## src/rtl/cavlc_pkg.sv

```systemverilog
// Shared types and helpers for the CAVLC residual decoder level path.
package cavlc_pkg;

    typedef enum logic [2:0] {
        StIdle,
        StT1,
        StLvlIssue,
        StLvlWait,
        StDone
    } level_seq_state_t;

    localparam int unsigned MAX_SUFFIX_LEN = 6;
    localparam int unsigned CODE_W         = 14;
    localparam int unsigned LEVEL_W        = 13;

    // Magnitude above which a decoded level bumps suffixLength; len is 1..5 in use.
    function automatic logic [LEVEL_W-1:0] suffix_threshold(input logic [2:0] len);
        return LEVEL_W'(3) << (len - 3'd1);
    endfunction

endpackage

```

## src/rtl/level_sequencer_if.sv

```systemverilog
// Handshake and LPU signals between the level sequencer and its neighbours.
interface level_sequencer_if;
    import cavlc_pkg::*;

    logic                      BlockStart;
    logic [4:0]                TotalCoeff;
    logic [1:0]                TrailingOnesIn;
    logic                      BlockAbort;
    logic                      CodeValid;
    logic [CODE_W-1:0]         CodeNum;
    logic                      CodeReady;
    logic [2:0]                SuffixLength;
    logic [1:0]                LpuTrailingOnes;
    logic                      LpuTrailingOneMode;
    logic                      LpuTrig;
    logic [CODE_W-1:0]         LpuCodeNum;
    logic signed [LEVEL_W-1:0] LpuLevel;
    logic                      LpuWrReq;
    logic [3:0]                LevelIndex;
    logic                      BlockBusy;
    logic                      BlockDone;
    logic                      BlockError;

    // Environment side: coeff_token decoder, bitstream parser and LPU.
    modport master (
        output BlockStart, TotalCoeff, TrailingOnesIn, BlockAbort, CodeValid, CodeNum,
               LpuLevel, LpuWrReq,
        input  CodeReady, SuffixLength, LpuTrailingOnes, LpuTrailingOneMode, LpuTrig,
               LpuCodeNum, LevelIndex, BlockBusy, BlockDone, BlockError
    );

    // Sequencer side.
    modport slave (
        input  BlockStart, TotalCoeff, TrailingOnesIn, BlockAbort, CodeValid, CodeNum,
               LpuLevel, LpuWrReq,
        output CodeReady, SuffixLength, LpuTrailingOnes, LpuTrailingOneMode, LpuTrig,
               LpuCodeNum, LevelIndex, BlockBusy, BlockDone, BlockError
    );

endinterface

```

## src/rtl/suffix_length_update.sv

```systemverilog
// Combinational suffixLength adaptation from one decoded level.
module suffix_length_update
    import cavlc_pkg::*;
(
    input  logic [2:0]                cur_len,
    input  logic signed [LEVEL_W-1:0] level,
    output logic [2:0]                next_len
);

    logic [LEVEL_W-1:0] level_u;
    logic [LEVEL_W-1:0] level_abs;
    logic [2:0]         base_len;

    assign level_u = level;

    always_comb begin
        // Unsigned magnitude so that -4096 maps to 4096 without overflow.
        level_abs = level_u[LEVEL_W-1] ? (~level_u + 1'b1) : level_u;
        base_len  = (cur_len == 3'd0) ? 3'd1 : cur_len;
        next_len  = base_len;
        if ((32'(base_len) < MAX_SUFFIX_LEN) && (level_abs > suffix_threshold(base_len))) begin
            next_len = base_len + 3'd1;
        end
    end

endmodule

```

## src/rtl/level_sequencer.sv

```systemverilog
// Sequences trailing-one and level issues to the LPU for one CAVLC coefficient block.
module level_sequencer
    import cavlc_pkg::*;
#(
    parameter int unsigned MAX_COEFF = 16
) (
    input logic              Clk,
    input logic              nReset,
    level_sequencer_if.slave bus
);

    level_seq_state_t  state_q, state_d;
    logic [4:0]        total_q, total_d;
    logic [1:0]        t1_q, t1_d;
    logic [4:0]        idx_q, idx_d;
    logic [2:0]        suffix_q, suffix_d;
    logic [CODE_W-1:0] code_q, code_d;
    logic              t1_mode_q, t1_mode_d;
    logic              trig_q, trig_d;
    logic              done_q, done_d;
    logic              err_q, err_d;
    logic              code_ready;
    logic              start_bad;
    logic [4:0]        idx_inc;
    logic [2:0]        suffix_upd;

    suffix_length_update u_suffix (
        .cur_len  (suffix_q),
        .level    (bus.LpuLevel),
        .next_len (suffix_upd)
    );

    assign idx_inc   = idx_q + 5'd1;
    assign start_bad = ({3'b000, bus.TrailingOnesIn} > bus.TotalCoeff) ||
                       (32'(bus.TotalCoeff) > MAX_COEFF);

    always_comb begin
        state_d    = state_q;
        total_d    = total_q;
        t1_d       = t1_q;
        idx_d      = idx_q;
        suffix_d   = suffix_q;
        code_d     = code_q;
        t1_mode_d  = 1'b0;
        trig_d     = 1'b0;
        done_d     = 1'b0;
        err_d      = 1'b0;
        code_ready = 1'b0;

        unique case (state_q)
            StIdle: begin
                // done_q extends busy by one cycle, so a start is only taken once it clears.
                if (bus.BlockStart && !done_q) begin
                    idx_d = '0;
                    if (start_bad) begin
                        err_d = 1'b1;
                    end else begin
                        total_d  = bus.TotalCoeff;
                        t1_d     = bus.TrailingOnesIn;
                        suffix_d = ((bus.TotalCoeff > 5'd10) && (bus.TrailingOnesIn != 2'd3))
                                   ? 3'd1 : 3'd0;
                        if (bus.TotalCoeff == 5'd0) begin
                            state_d = StDone;
                        end else if (bus.TrailingOnesIn != 2'd0) begin
                            state_d = StT1;
                        end else begin
                            state_d = StLvlIssue;
                        end
                    end
                end
            end
            StT1: begin
                code_ready = 1'b1;
                if (bus.CodeValid) begin
                    t1_mode_d = 1'b1;
                    code_d    = bus.CodeNum;
                    idx_d     = idx_inc;
                    if (idx_inc == {3'b000, t1_q}) begin
                        state_d = (idx_inc == total_q) ? StDone : StLvlIssue;
                    end
                end
            end
            StLvlIssue: begin
                code_ready = 1'b1;
                if (bus.CodeValid) begin
                    trig_d  = 1'b1;
                    code_d  = bus.CodeNum;
                    state_d = StLvlWait;
                end
            end
            StLvlWait: begin
                if (bus.LpuWrReq) begin
                    suffix_d = suffix_upd;
                    idx_d    = idx_inc;
                    state_d  = (idx_inc == total_q) ? StDone : StLvlIssue;
                end
            end
            StDone: begin
                done_d  = 1'b1;
                state_d = StIdle;
            end
            default: state_d = StIdle;
        endcase

        if (bus.BlockAbort && (state_q != StIdle)) begin
            state_d    = StIdle;
            code_ready = 1'b0;
            t1_mode_d  = 1'b0;
            trig_d     = 1'b0;
            done_d     = 1'b0;
            total_d    = '0;
            t1_d       = '0;
            idx_d      = '0;
            suffix_d   = '0;
            code_d     = '0;
        end
    end

    always_ff @(posedge Clk) begin
        if (!nReset) begin
            state_q   <= StIdle;
            total_q   <= '0;
            t1_q      <= '0;
            idx_q     <= '0;
            suffix_q  <= '0;
            code_q    <= '0;
            t1_mode_q <= 1'b0;
            trig_q    <= 1'b0;
            done_q    <= 1'b0;
            err_q     <= 1'b0;
        end else begin
            state_q   <= state_d;
            total_q   <= total_d;
            t1_q      <= t1_d;
            idx_q     <= idx_d;
            suffix_q  <= suffix_d;
            code_q    <= code_d;
            t1_mode_q <= t1_mode_d;
            trig_q    <= trig_d;
            done_q    <= done_d;
            err_q     <= err_d;
        end
    end

    assign bus.CodeReady          = code_ready;
    assign bus.SuffixLength       = suffix_q;
    assign bus.LpuTrailingOnes    = t1_q;
    // An abort suppresses any LPU pulse still in flight during its own cycle.
    assign bus.LpuTrailingOneMode = t1_mode_q && !bus.BlockAbort;
    assign bus.LpuTrig            = trig_q && !bus.BlockAbort;
    assign bus.LpuCodeNum         = code_q;
    assign bus.LevelIndex         = idx_q[3:0];
    assign bus.BlockBusy          = (state_q != StIdle) || done_q;
    assign bus.BlockDone          = done_q;
    assign bus.BlockError         = err_q;

endmodule

```

## src/flat_wrapper.sv

```systemverilog
// flat-port wrapper written by rule: the top's interface ports become plain ports
module level_sequencer_flat import cavlc_pkg::*;
#(
    parameter int unsigned MAX_COEFF = 16
)
  (Clk, nReset, bus_BlockStart, bus_TotalCoeff, bus_TrailingOnesIn, bus_BlockAbort, bus_CodeValid, bus_CodeNum, bus_LpuLevel, bus_LpuWrReq, bus_CodeReady, bus_SuffixLength, bus_LpuTrailingOnes, bus_LpuTrailingOneMode, bus_LpuTrig, bus_LpuCodeNum, bus_LevelIndex, bus_BlockBusy, bus_BlockDone, bus_BlockError);
  level_sequencer_if bus_i ();
  input logic Clk;
  input logic nReset;
  input wire logic [$bits(bus_i.BlockStart)-1:0] bus_BlockStart;
  input wire logic [$bits(bus_i.TotalCoeff)-1:0] bus_TotalCoeff;
  input wire logic [$bits(bus_i.TrailingOnesIn)-1:0] bus_TrailingOnesIn;
  input wire logic [$bits(bus_i.BlockAbort)-1:0] bus_BlockAbort;
  input wire logic [$bits(bus_i.CodeValid)-1:0] bus_CodeValid;
  input wire logic [$bits(bus_i.CodeNum)-1:0] bus_CodeNum;
  input wire logic [$bits(bus_i.LpuLevel)-1:0] bus_LpuLevel;
  input wire logic [$bits(bus_i.LpuWrReq)-1:0] bus_LpuWrReq;
  output wire logic [$bits(bus_i.CodeReady)-1:0] bus_CodeReady;
  output wire logic [$bits(bus_i.SuffixLength)-1:0] bus_SuffixLength;
  output wire logic [$bits(bus_i.LpuTrailingOnes)-1:0] bus_LpuTrailingOnes;
  output wire logic [$bits(bus_i.LpuTrailingOneMode)-1:0] bus_LpuTrailingOneMode;
  output wire logic [$bits(bus_i.LpuTrig)-1:0] bus_LpuTrig;
  output wire logic [$bits(bus_i.LpuCodeNum)-1:0] bus_LpuCodeNum;
  output wire logic [$bits(bus_i.LevelIndex)-1:0] bus_LevelIndex;
  output wire logic [$bits(bus_i.BlockBusy)-1:0] bus_BlockBusy;
  output wire logic [$bits(bus_i.BlockDone)-1:0] bus_BlockDone;
  output wire logic [$bits(bus_i.BlockError)-1:0] bus_BlockError;
  assign bus_i.BlockStart = bus_BlockStart;
  assign bus_i.TotalCoeff = bus_TotalCoeff;
  assign bus_i.TrailingOnesIn = bus_TrailingOnesIn;
  assign bus_i.BlockAbort = bus_BlockAbort;
  assign bus_i.CodeValid = bus_CodeValid;
  assign bus_i.CodeNum = bus_CodeNum;
  assign bus_i.LpuLevel = bus_LpuLevel;
  assign bus_i.LpuWrReq = bus_LpuWrReq;
  assign bus_CodeReady = bus_i.CodeReady;
  assign bus_SuffixLength = bus_i.SuffixLength;
  assign bus_LpuTrailingOnes = bus_i.LpuTrailingOnes;
  assign bus_LpuTrailingOneMode = bus_i.LpuTrailingOneMode;
  assign bus_LpuTrig = bus_i.LpuTrig;
  assign bus_LpuCodeNum = bus_i.LpuCodeNum;
  assign bus_LevelIndex = bus_i.LevelIndex;
  assign bus_BlockBusy = bus_i.BlockBusy;
  assign bus_BlockDone = bus_i.BlockDone;
  assign bus_BlockError = bus_i.BlockError;
  level_sequencer #(.MAX_COEFF(MAX_COEFF)) u_core (.Clk(Clk), .nReset(nReset), .bus(bus_i));
endmodule
```

## config.mk

```make
export PLATFORM = sky130hd
export DESIGN_NAME = level_sequencer_flat
export DESIGN_NICKNAME = d
export VERILOG_FILES = /design/src/rtl/cavlc_pkg.sv /design/src/rtl/level_sequencer_if.sv /design/src/rtl/suffix_length_update.sv /design/src/rtl/level_sequencer.sv /design/src/flat_wrapper.sv
export SDC_FILE = /design/constraint.sdc
export NUM_CORES = 1
export LEC_CHECK = 0
export ABC_AREA = 1
export CAP_MARGIN = 0
export CORE_MARGIN = 5
export CORE_UTILIZATION = 45
export DETAILED_ROUTE_END_ITERATION = 10
export GPL_ROUTABILITY_DRIVEN = 0
export PLACE_DENSITY_LB_ADDON = 0.15
export REMOVE_ABC_BUFFERS = 1
export SYNTH_ARGS = -nofsm -noshare
export SYNTH_HDL_FRONTEND = slang
export SYNTH_HIERARCHICAL = 1
export SYNTH_SLANG_ARGS = --single-unit
```

## constraint.sdc

```tcl
create_clock -name Clk -period 2.7 [get_ports Clk]
set_input_delay 0.54 -clock Clk [delete_from_list [all_inputs] [get_ports Clk]]
set_output_delay 0.54 -clock Clk [all_outputs]
set_load 0.05 [all_outputs]
```

==> results.sh <==
export IMPL_setup_viol=0
export IMPL_cp_end_kind="flop"
export IMPL_setup_tns_final_ns=0
export IMPL_use_met3_pct=3.36
export IMPL_hold_path_class="flop to flop"
export IMPL_via_per_inst=4.98
export IMPL_worst_clock_skew_ns=0.00673
export IMPL_antenna_left=0
export IMPL_synth_distinct_cells=33
export IMPL_hold_viol=0
export IMPL_cts_sinks=36
export IMPL_finalMaxSlewViolations=0
export IMPL_port_buffers=68
export IMPL_grt_busiest_layer="met2"
export IMPL_synth_compound_area_share_pct=13.8
export IMPL_critPathMaxFanout=4
export IMPL_drive_above_1_share_pct=19.8
export IMPL_synth_mux_area_share_pct=0
export IMPL_area_growth_pct=42.8
export IMPL_core_area_mm2=0.00554
export IMPL_synth_top_family_by_area="simple AND/OR/NAND/NOR gates"
export IMPL_clk_path_buf_depth=2
export IMPL_postLayoutCoreUtil_pct=66.5
export IMPL_diodes=0
export IMPL_crit_required_ns=2.93
export IMPL_die_x_um=85.7
export IMPL_nets=542
export IMPL_overflow=0
export IMPL_grt_max_degree=17
export IMPL_critical_path_max_stage_delay_ns=0.44
export IMPL_synth_area_mm2=0.00258
export IMPL_antenna_found_initial=0
export IMPL_root_buffer="clkbuf_8"
export IMPL_critPathLaunchType="primary input"
export IMPL_yosys_area_share_xor_xnor_pct=3.39
export IMPL_cts_tree="yes"
export IMPL_irDropWorstVdd_mv=0.486
export IMPL_status="finished, final reports clean"
export IMPL_max_cap_viol_count=0
export IMPL_rows=27
export IMPL_use_met2_pct=33.7
export IMPL_synth_adder_area_share_pct=8.24
export IMPL_die_y_um=85.7
export IMPL_route_detailed_drc=0
export IMPL_leakagePower_nw=1.67
export IMPL_initial_utilization_pct=46.6
export IMPL_drt_total_wl_mm=6.85
export IMPL_synth_simple_area_share_pct=35.4
export IMPL_insertion_delay_ns=0.29
export IMPL_syn_avg_cell_area_um2=6.58
export IMPL_postCtsHoldBufs=0
export IMPL_yosysWarnings=6
export IMPL_crit_top_cell="nand2_1"
export IMPL_wire_per_inst_um=12.3
export IMPL_tightest_slew_ns=0.516
export IMPL_hpwlAfterDp_mm=5.41
export IMPL_worst_path_buf_inv=1
export IMPL_grt_pass1_vias=2607
export IMPL_cts_made_buffers=5
export IMPL_final_common_cell="nand2_1"
export IMPL_critical_path_top_delay_family="simple AND/OR/NAND/NOR gates"
export IMPL_ys_ff_latch=36
export IMPL_vias=2780
export IMPL_grt_usage_pct=18.4
export IMPL_slew_headroom_pct=65.5
export IMPL_cp_slowest_cell="clkdlybuf4s50_1"
export IMPL_mostFrequentLayoutCells="nand2_1 (94), clkdlybuf4s50_1 (57), inv_1 (41)"
export IMPL_syn_inst=392
export IMPL_design_portCount=69
export IMPL_n_fill_cell=518
export IMPL_fin_crit_sh_pct=95.5
export IMPL_use_met1_pct=20.7
export IMPL_htreeDepth=2
export IMPL_grt_pass1_wl_mm=11.0
export IMPL_ys_seq_area_share_pct=27.9
export IMPL_crit_type="primary input to flop"
export IMPL_die_area_mm2=0.00735
export IMPL_arrival_ns=2.80
export IMPL_drt_initial_drc_count=116
export IMPL_fmax_ghz=0.388
export IMPL_dr_pass1_iters=4
export IMPL_period_minus_slack_ns=2.58
export IMPL_path_cells="clkdlybuf4s50_1 > nor2_2 > and2_4 > a21oi_2 > xor2_1 > ha_1 > a21oi_1 > o21a_1 > nand2_1 > nand2_1 > nand3_2 > nand2_2 > nand2_1 > nand2_1 > nand2_1 > o21ai_1 > nor2_1 > nor2_1"
export IMPL_clk_pin_slew_ns=0.07
export IMPL_power_density_mw_per_mm2=702
## registers in the layout, summed over array words and instances, names as in the netlist
name	count
u_core/idx_q	5
u_core/state_q	3
u_core/bus.LpuTrailingOnes	2
u_core/total_q	5
u_core/bus.BlockError	1
u_core/bus.SuffixLength	3
u_core/trig_q	1
u_core/bus.BlockDone	1
u_core/t1_mode_q	1
u_core/bus.LpuCodeNum	14
## cell type report
class	instances	area (µm²)	area share (%)
Multi-Input combinational cell	291	1650	44.8
Timing Repair Buffer	98	932	25.3
Sequential cell	36	722	19.6
Inverter	53	201	5.47
Tap cell	72	90.1	2.44
Clock buffer	5	68.8	1.87
Clock inverter	3	18.8	0.509
## metrics by stage
step                instances  total power, mW  cell area (µm²)  setup slack (ns)  hold WS, ns
floorplan                 380             1.73             2490            -0.196        0.444
global placement          542             2.17             3430            -0.312        0.457
detailed placement        542             2.20             3430            -0.434        0.464
CTS                       554             2.59             3570           0.00960        0.474
global route              558             2.78             3680           -0.0385        0.501
finish                    558             2.59             3680             0.122        0.473
## repair_timing
action / 4_1_cts / 5_1_grt
setup buffers: 4 / 4
resized for setup: 9 / 28
setup endpoints to repair: 3 / 3
pin swaps: 9 / 9
hold endpoints to repair: 0 / 0
## Yosys cell counts
master | count | area, µm²
nor3_2 | 1 | 10.0
o21ai_0 | 12 | 60.1
o21ai_1 | 9 | 45.0
nor2_1 | 30 | 113
inv_1 | 46 | 173
a21oi_1 | 40 | 200
nor3_4 | 1 | 16.3
nand2_4 | 5 | 56.3
a211oi_2 | 1 | 12.5
nor2_2 | 6 | 37.5
xor2_1 | 5 | 43.8
and2_1 | 1 | 6.26
inv_2 | 6 | 22.5
xnor2_1 | 5 | 43.8
o21bai_1 | 1 | 7.51
nand3_1 | 39 | 195
dfxtp_1 | 36 | 721
nor2_4 | 1 | 11.3
nand2_2 | 8 | 50.1
o22ai_1 | 1 | 6.26
ha_1 | 17 | 213
nor4_1 | 1 | 6.26
o21a_1 | 1 | 7.51
clkbuf_1 | 1 | 3.75
nand2_1 | 96 | 360
inv_4 | 1 | 6.26
a21oi_2 | 2 | 17.5
nand4_1 | 4 | 25.0
buf_6 | 2 | 22.5
nor3_1 | 3 | 15.0
buf_2 | 2 | 10.0
buf_4 | 7 | 52.6
nand3_2 | 1 | 10.0
## path summary, 6_finish.rpt
kind                            slack (ns)  depth (start not counted)                  startpoint                         end
worst max-delay path                  0.12                         18             bus_LpuLevel[7]  u_core/bus.SuffixLength[0]
worst min register to register        0.47                          2           u_core/total_q[0]           u_core/total_q[0]
worst min-delay path                  0.47                          2           u_core/total_q[0]           u_core/total_q[0]
worst max register to register        0.17                         21  u_core/bus.SuffixLength[1]  u_core/bus.SuffixLength[0]
## worst min-delay path, stage by stage (launching register included)
cell     delay [ns]
dfxtp_1        0.31
inv_1          0.07
a21oi_1        0.05
## routing by layer
layer	routed length (µm)	share of wire (%)
met5	0	0
met4	144	2.1
met3	213	3.1
met2	3610	53
met1	2880	42
## cell families after synthesis
family	Yosys count
compound gates	67
xor+xnor	10
fa+ha+maj	17
buf+inv	65
flops	36
simple gates	197
## where the power goes
| part | internal, mW | switching (mW) | total (mW) | leakage, nW |
|---|---|---|---|---|
| Sequential | 0.637 | 0.102 | 0.739 | 0.293 |
| Clock | 0.180 | 0.200 | 0.380 | 0.0479 |
| Combinational | 0.534 | 0.935 | 1.47 | 1.32 |
Note: power is estimated with default switching activity, not from simulation.
